==> config.mk <==
export PLATFORM = sky130hd
export DESIGN_NAME = imem_prog_fetch
export DESIGN_NICKNAME = d
export VERILOG_FILES = /design/src/rtl/imem_prog_fetch.sv
export SDC_FILE = /design/constraint.sdc
export NUM_CORES = 1
export LEC_CHECK = 0
export ABC_AREA = 1
export BUFFER_PORTS_ARGS = -buffer_cell sky130_fd_sc_hd__clkbuf_2
export CAP_MARGIN = 20
export CORE_ASPECT_RATIO = 1.2
export CORE_MARGIN = 2
export CORE_UTILIZATION = 55
export DETAILED_ROUTE_END_ITERATION = 12
export PLACE_DENSITY = 0.73
export SYNTH_ARGS = -nofsm -noshare
export SYNTH_HDL_FRONTEND = slang
export SYNTH_SLANG_ARGS = --single-unit
==> constraint.sdc <==
create_clock -name clk -period 3.4 [get_ports clk]
set_clock_uncertainty 0.1 [all_clocks]
set_input_delay 0.34 -clock clk [delete_from_list [all_inputs] [get_ports clk]]
set_output_delay 0.34 -clock clk [all_outputs]
set_load 0.01 [all_outputs]
==> src/rtl/imem_prog_fetch.sv <==
// imem_prog_fetch: loadable instruction RAM, swept to NOP after reset,
// served through a registered, stallable fetch port with an error flag.
module imem_prog_fetch #(
  parameter int DATA_W = 32,
  parameter int DEPTH = 32,
  parameter int ADDR_W = 32,
  parameter logic [DATA_W-1:0] NOP_WORD = '0,
  parameter bit CLEAR_ON_RST = 1'b1,
  localparam int IDX_W = DEPTH > 1 ? $clog2(DEPTH) : 1,
  localparam int BSH = $clog2(DATA_W / 8)
) (
  input  logic              clk,
  input  logic              rst,
  input  logic              fetch_req,
  input  logic [ADDR_W-1:0] fetch_addr,
  output logic              fetch_ready,
  input  logic              stall,
  output logic [DATA_W-1:0] instr,
  output logic              instr_valid,
  output logic              instr_err,
  input  logic              load_en,
  input  logic [IDX_W-1:0]  load_addr,
  input  logic [DATA_W-1:0] load_data,
  output logic              load_ack,
  output logic              busy
);
  typedef enum logic {CLEAR, RUN} state_e;
  localparam logic [ADDR_W-1:0] OFS_MASK = ADDR_W'((1 << BSH) - 1);
  state_e state_q, state_d;
  logic [IDX_W-1:0] clr_idx_q, clr_idx_d;
  logic [DATA_W-1:0] mem [DEPTH];
  logic [DATA_W-1:0] instr_q, instr_d, rd_data, mem_wdata;
  logic valid_q, valid_d, err_q, err_d, ack_q;
  logic run, accept, fetch_err, load_ok, mem_we;
  logic [ADDR_W-1:0] word_idx;
  logic [IDX_W-1:0] mem_waddr;
  assign run = state_q == RUN;
  assign busy = state_q == CLEAR;
  assign fetch_ready = run && !load_en && !stall;
  assign accept = fetch_req && fetch_ready;
  // Range check on the full shifted PC so high addresses never alias low words.
  assign word_idx = fetch_addr >> BSH;
  assign fetch_err = (fetch_addr & OFS_MASK) != '0 || word_idx >= ADDR_W'(DEPTH);
  assign rd_data = mem[word_idx[IDX_W-1:0]];
  assign load_ok = {1'b0, load_addr} < (IDX_W + 1)'(DEPTH);
  assign mem_we = !rst && (busy || (load_en && load_ok));
  assign mem_waddr = busy ? clr_idx_q : load_addr;
  assign mem_wdata = busy ? NOP_WORD : load_data;
  always_comb begin
    clr_idx_d = busy ? clr_idx_q + IDX_W'(1) : clr_idx_q;
    state_d = busy && clr_idx_q == IDX_W'(DEPTH - 1) ? RUN : state_q;
  end
  always_comb begin
    valid_d = stall ? valid_q : accept;
    err_d = stall ? err_q : accept && fetch_err;
    instr_d = stall || !accept ? instr_q : fetch_err ? NOP_WORD : rd_data;
  end
  always_ff @(posedge clk) begin
    if (rst) begin
      state_q <= CLEAR_ON_RST ? CLEAR : RUN;
      clr_idx_q <= '0;
      instr_q <= NOP_WORD;
      valid_q <= 1'b0;
      err_q <= 1'b0;
      ack_q <= 1'b0;
    end else begin
      state_q <= state_d;
      clr_idx_q <= clr_idx_d;
      instr_q <= instr_d;
      valid_q <= valid_d;
      err_q <= err_d;
      ack_q <= run && load_en;
    end
  end
  always_ff @(posedge clk) begin
    if (mem_we) mem[mem_waddr] <= mem_wdata;
  end
  assign instr = instr_q;
  assign instr_valid = valid_q;
  assign instr_err = err_q;
  assign load_ack = ack_q;
endmodule

==> results of run 1 <==
layout make-up:
type	count	area share, %
clock inverter	47	0.9171
timing repair buffer	266	4.755
tap	1026	2.636
sequential	1065	64.82
multi-input combinational	2294	20.81
inverter	59	0.5164
clock buffer	135	5.549
registers in the layout, indices dropped and copies added, names as in the netlist:
name         flops
clr_idx_q        5
instr           32
instr_err        1
instr_valid      1
load_ack         1
mem           1024
run              1
kinds of logic after synthesis:
logic type / after synthesis / synth area share, %
AO/OA/AOI/OAI: 45 / 0.5397
AND/OR/NAND/NOR: 2246 / 22.31
buffers and inverters: 292 / 3.856
adder cells (fa/ha/maj): 2 / 0.05802
flip-flops: 1065 / 73.21
XOR/XNOR: 1 / 0.02031
tightest hold or removal path, stage by stage:
cell and delay, ns:
clkbuf_2 0.08, nand2_1 0.05, inv_1 0.14
through the flow:
| step | power, mW | util [%] | area [um2] |
|---|---|---|---|
| after global placement | 15.96 | 58.24 | 45290 |
| after floorplan | 15.49 | - | 43120 |
| after global routing | 27.21 | 62.62 | 48710 |
| after CTS | 26.57 | 62.49 | 48600 |
| final | 26.55 | 62.62 | 48710 |
| after detailed placement | 15.99 | 58.38 | 45400 |
routing by layer:
| layer | share of wire, % | track usage (%) | routed length, um | up-vias |
|---|---|---|---|---|
| li1 | - | - | - | 13093 |
| met1 | 36 | 35.57 | 41310 | 14049 |
| met2 | 49 | 47.33 | 56740 | 1555 |
| met3 | 8.7 | 4.822 | 10040 | 321 |
| met4 | 6.4 | 17.29 | 7359 | 0 |
| met5 | 0 | 0 | 0 | - |
placed cells by master (no fill, tap or decap), drive strengths merged:
master,netlist,final
nand2,1253,1253
o21a,2,2
dfxtp,41,41
or2,2,2
nor3,6,6
clkinv,0,35
inv,59,61
a211oi,1,1
nand3b,1,1
edfxtp,1024,1024
o21ai,4,4
xor2,1,1
nor2,59,59
nand4,1,1
buf,182,155
clkinvlp,0,3
ha,2,2
dlygate4sd3,0,5
a21oi,38,38
clkbuf,51,241
nand3,924,924
bufinv,0,7
synth_stat cells (all sizes together):
cell    count  area [um2]
a211oi      1       7.510
a21oi      38       190.2
buf       182        1242
clkbuf     51       191.4
dfxtp      41       820.8
edfxtp   1024       30750
ha          2       25.02
inv        59       229.0
nand2    1253        4706
nand3     924        4624
nand3b      1       7.510
nand4       1       6.260
nor2       59       224.0
nor3        6       41.29
o21a        2       15.01
o21ai       4       20.01
or2         2       12.51
xor2        1       8.760
power groups by stage:
| stage | Sequential [mW] | Clock (mW) | Combinational [mW] |
|---|---|---|---|
| finish | 14.3 | 10.8 | 1.47 |
| global placement | 14.5 | 0 | 1.41 |
| global route | 14.3 | 11.4 | 1.59 |
| CTS | 14.3 | 10.9 | 1.45 |
| floorplan | 14.5 | 0 | 0.944 |
| detailed placement | 14.5 | 0 | 1.44 |
how the worst max path moves through the flow:
stage | start | depth (start not counted) | slack, ns | endpoint
2_1_floorplan | run$_SDFFE_PP0P_ | 7 | 0.41 | mem[0][0]$_DFFE_PP_
3_3_place_gp | run$_SDFFE_PP0P_ | 6 | 0.31 | mem[6][30]$_DFFE_PP_
3_5_place_dp | run$_SDFFE_PP0P_ | 6 | 0.31 | mem[4][23]$_DFFE_PP_
4_1_cts | run$_SDFFE_PP0P_ | 6 | 0.25 | mem[6][26]$_DFFE_PP_
5_1_grt | run$_SDFFE_PP0P_ | 6 | 0.11 | mem[5][29]$_DFFE_PP_
6_report | run$_SDFFE_PP0P_ | 6 | 0.21 | mem[5][29]$_DFFE_PP_
what timing repair did:
| action | in CTS | in global routing |
|---|---|---|
| endpoints found under the hold margin | 3 | 0 |
| setup buffers | 0 | 0 |
| hold buffers | 5 | 0 |
==> impl_metrics.py, run 1 <==
metrics = {
    "outcome": {
        "status": "completed",
    },
    "cts": {
        "cts_max_path_buffers": 3,
        "cts_sinks": 1065,
        "clockRootBuffer": "clkbuf_16",
        "clk_pin_slew_ns": 0.06,
        "cts-resized-gates": 0,
        "clk_latency_ns": 0.66,
        "cts_tree": "yes",
        "htreeDepth": 3,
        "cts_buffers": 99,
    },
    "placement": {
        "hpwl_mm": 68.51,
        "placed_cells": 4701,
        "place.gp.congestion": 0.9000,
        "place_ws_ns": 0.3067,
        "numPortBuffers": 110,
    },
    "yosys": {
        "seq_area_frac_synth_pct": 73.21,
        "syn-num-nets": 3727,
        "ys_types": 28,
        "synth_seq_cells": 1065,
        "syn_inst": 3651,
        "ys_warn_count": 0,
        "syn_avg_cell_area_um2": 11.81,
        "synth_area_um2": 43120,
    },
    "critical_path": {
        "start_kind": "flip-flop",
        "r2r-end": "mem[5][29]$_DFFE_PP_",
        "cp_top_family": "simple AND/OR/NAND/NOR gates",
        "regToRegSetupSlack_ns": 0.21,
        "cp-end-kind": "flip-flop",
        "path_class": "flip-flop to flip-flop",
        "cp_slowest_cell": "nor2_4",
        "slowest_delay_ns": 0.94,
        "worstPathCellList": "buf_4 -> o21ai_0 -> inv_1 -> nor2_1 -> nand2_1 -> nor2_4",
        "cp_max_fo": 32,
        "cp.arrival_ns": 3.34,
        "r2r_cells": 6,
        "cp.required_ns": 3.55,
        "timing.rr.start": "run$_SDFFE_PP0P_",
        "path_buf_inv": 2,
    },
    "die": {
        "start_util_pct": 55.44,
        "dieArea_um2": 80670,
        "chipWidth_um": 259.6,
        "core-area_um2": 77770,
        "die_h_um": 310.7,
        "ios": 111,
        "rows": 112,
    },
    "sta": {
        "fin_crit_ns": 3.194,
        "worstMarginPinSlew_ns": 1.150,
        "hold_slack_ns": 0.08178,
        "fmax_mhz": 313.1,
        "hold_viol_final": 0,
        "fin_ws_ns": 0.2060,
        "relSlewSlack_pct": 23.18,
        "setup_violations": 0,
        "rsz0062_at_grt": "false",
        "fin_crit_sh_pct": 93.94,
        "maxSlewViolCount": 0,
        "tns_ns": 0,
    },
    "hold_path": {
        "holdCritStartpoint": "load_data[8]",
        "min_path_cells": 3,
        "hp-class": "input port to flip-flop",
        "hold_end": "mem[20][8]$_DFFE_PP_",
    },
    "routing": {
        "via_per_inst": 5.932,
        "dr.first_iter.drc_count": 3748,
        "num_vias": 29018,
        "drc": 0,
        "postRouteAntennaNets": 0,
        "drt-wirelength-per-cell_um": 23.60,
        "wl_mm": 115.4,
        "drt-pass1-iter-count": 6,
    },
    "layout": {
        "antennaDiodeCount": 0,
        "stdcell_count": 4892,
        "drive_gt1_share_pct": 11.51,
        "seq_area_um2": 31570,
        "final_nets": 3861,
        "synthToLayoutAreaGrowth_pct": 12.95,
        "fillCellCount": 5770,
        "multi_input_area_um2": 10130,
    },
    "pwr": {
        "clockPowerShare_pct": 40.7,
        "switching_share_pct": 21.74,
        "leakage_nw": 17.82,
        "vdd_drop_max_mv": 0.5275,
        "p_per_area_nw_per_um2": 545.1,
        "p_int_mw": 20.78,
        "p_switching_mw": 5.771,
        "p_comb_share_pct": 5.5,
        "p_seq_share_pct": 53.7,
    },
    "global_routing": {
        "grt_max_degree": 106,
        "grt_pass1_wl_mm": 172.4,
        "grt_pass1_vias": 28201,
        "grt_remaining_overflow": 0,
        "track_usage_pct": 28.70,
        "antenna_found_initial": 0,
    },
    "run": {
        "maxCapViolations": 0,
    },
}
Note: power is estimated with default switching activity, not from simulation.
==> run 2: changes to the inputs <==
--- a/config.mk
+++ b/config.mk
@@ -10,9 +10,10 @@
 export CAP_MARGIN = 20
 export CORE_ASPECT_RATIO = 1.2
 export CORE_MARGIN = 2
-export CORE_UTILIZATION = 55
+export CORE_UTILIZATION = 45
 export DETAILED_ROUTE_END_ITERATION = 12
-export PLACE_DENSITY = 0.73
+export GPL_TIMING_DRIVEN = 0
+export PLACE_DENSITY = 0.62
 export SYNTH_ARGS = -nofsm -noshare
 export SYNTH_HDL_FRONTEND = slang
 export SYNTH_SLANG_ARGS = --single-unit
==> run 2 against run 1 <==
- largest cell class unchanged
- non-clock buffer count rose by 136
- critical path depth is 2 higher
- combinational power is 18% higher
- first-iteration DRC count rose by 5.8%
- register-to-register slack about the same
- sequential power barely moved
- power rose by 3.9%
- hold slack worse by 0.059 ns
- maximum frequency shrank 0.31%
- cell count up 7.9%
- die area grew 22%
==> impl_metrics.py, run 2 (synthesis gave the netlist of run 1 again) <==
metrics = {
    "placement": {
        "numPortBuffers": 107,
        "hpwl_mm": 95.70,
        "place.gp.congestion": 0.8615,
    },
    "sta": {
        "setup_violations": 0,
        "hold_slack_ns": 0.02275,
        "fmax_mhz": 312.1,
        "relSlewSlack_pct": 19.58,
        "hold_viol_final": 0,
        "rsz0062_at_grt": "false",
        "tns_ns": 0,
        "maxSlewViolCount": 0,
        "fin_crit_sh_pct": 94.23,
        "worstMarginPinSlew_ns": 1.206,
        "fin_crit_ns": 3.204,
    },
    "cts": {
        "clk_pin_slew_ns": 0.06,
        "cts_max_path_buffers": 3,
        "cts_setup_buffers": 0,
        "cts_sinks": 1065,
        "cts_tree": "yes",
        "htreeDepth": 3,
        "holdBufCountCts": 6,
        "clk_latency_ns": 0.69,
        "cts_buffers": 106,
        "cts-resized-gates": 0,
        "clockRootBuffer": "clkbuf_16",
    },
    "global_routing": {
        "grt_pass1_wl_mm": 201.7,
        "grt_max_degree": 33,
        "grt_remaining_overflow": 0,
        "antenna_found_initial": 6,
        "grt_pass1_vias": 28512,
        "track_usage_pct": 28.85,
    },
    "hold_path": {
        "hp-class": "input port to flip-flop",
    },
    "layout": {
        "fillCellCount": 7968,
        "multi_input_area_um2": 10130,
        "largest-register": "mem",
        "drive_gt1_share_pct": 12.94,
        "synthToLayoutAreaGrowth_pct": 16.52,
        "largest_reg_flops": 1024,
        "final_nets": 4004,
        "seq_area_um2": 31570,
        "layout_common_cells": "1252 x nand2_1, 1024 x edfxtp_1, 924 x nand3_1, 107 x clkbuf_2, 106 x clkbuf_16",
        "mostFrequentLayoutCell": "nand2_1",
    },
    "routing": {
        "via_per_inst": 5.785,
        "postRouteAntennaNets": 0,
        "drt-wirelength-per-cell_um": 27.10,
        "wl_mm": 143.1,
        "num_vias": 30547,
        "drt-pass1-iter-count": 8,
        "drc": 0,
        "dr.first_iter.drc_count": 3967,
    },
    "pwr": {
        "vdd_drop_max_mv": 0.4861,
        "leakage_nw": 18.37,
        "p_per_area_nw_per_um2": 549.1,
    },
    "outcome": {
        "status": "completed",
    },
    "die": {
        "die_h_um": 343.1,
        "start_util_pct": 45.34,
        "dieArea_um2": 98330,
        "core-area_um2": 95110,
        "ios": 111,
        "rows": 124,
        "chipWidth_um": 286.6,
    },
    "critical_path": {
        "path_class": "flip-flop to flip-flop",
        "worstPathCellList": "buf_2 -> nor2_1 -> inv_1 -> o21ai_0 -> inv_1 -> nand3_1 -> nor2_4 -> buf_12",
        "cp.arrival_ns": 3.46,
        "slowest_delay_ns": 0.90,
        "cp_slowest_cell": "nor2_4",
        "cp-end-kind": "flip-flop",
        "crit_top_cell": "inv_1",
        "start_kind": "flip-flop",
        "cp_max_fo": 17,
        "cp.required_ns": 3.66,
    },
    "run": {
        "maxCapViolations": 0,
    },
}
## run 2: area by class of cell
class | count | share of cell area, %
inverter | 59 | 0.4557
antenna | 1 | 0.004980
clock buffer | 129 | 5.591
timing repair buffer | 169 | 3.745
buffer | 233 | 2.854
multi-input combinational | 2294 | 20.16
clock inverter | 70 | 1.220
sequential | 1065 | 62.83
tap | 1260 | 3.138
## run 2: final timing paths
check | start | slack [ns] | depth (start not counted) | endpoint
min reg2reg | instr_valid$_SDFFE_PP0N_ | 0.36 | 2 | instr_valid$_SDFFE_PP0N_
min | load_data[1] | 0.02 | 3 | mem[19][1]$_DFFE_PP_
max | run$_SDFFE_PP0P_ | 0.20 | 8 | mem[15][25]$_DFFE_PP_
max reg2reg | run$_SDFFE_PP0P_ | 0.20 | 8 | mem[15][25]$_DFFE_PP_
## run 2: report_power, final
| group | switching (mW) | leakage [nW] | internal (mW) |
|---|---|---|---|
| Sequential | 0.0193 | 9.29 | 14.2 |
| Combinational | 1.27 | 7.41 | 0.473 |
| Clock | 5.02 | 1.67 | 6.56 |
## run 2: layer usage
layer	GRT usage (%)	up-vias	wire length [um]
met5	0	-	9
met4	13.79	2	7043
met3	4.668	355	15870
met2	46.84	1959	67680
met1	38.01	14853	52520
li1	-	13378	-
## run 2: through the flow
| stage | std cells | util [%] | setup WS [ns] | power [mW] | area, um2 |
|---|---|---|---|---|---|
| 2_1_floorplan | 3651 | - | 0.4057 | 15.49 | 43120 |
| 4_1_cts | 5263 | 52.42 | 0.2277 | 27.56 | 49850 |
| 3_5_place_dp | 5058 | 48.76 | 0.2444 | 16.23 | 46370 |
| 6_report | 5280 | 52.83 | 0.1962 | 27.59 | 50240 |
| 3_3_place_gp | 5018 | 47.56 | -1.826 | 16.18 | 45230 |
| 5_1_grt | 5279 | 52.83 | 0.1179 | 28.21 | 50240 |
## run 2: critical path: cells and delay by family, from the launching register on
kind | cells | cell delay (ns)
AO/OA/AOI/OAI | 1 | 0.17
flip-flops | 1 | 0.34
AND/OR/NAND/NOR | 3 | 1.57
buffers and inverters | 4 | 0.67
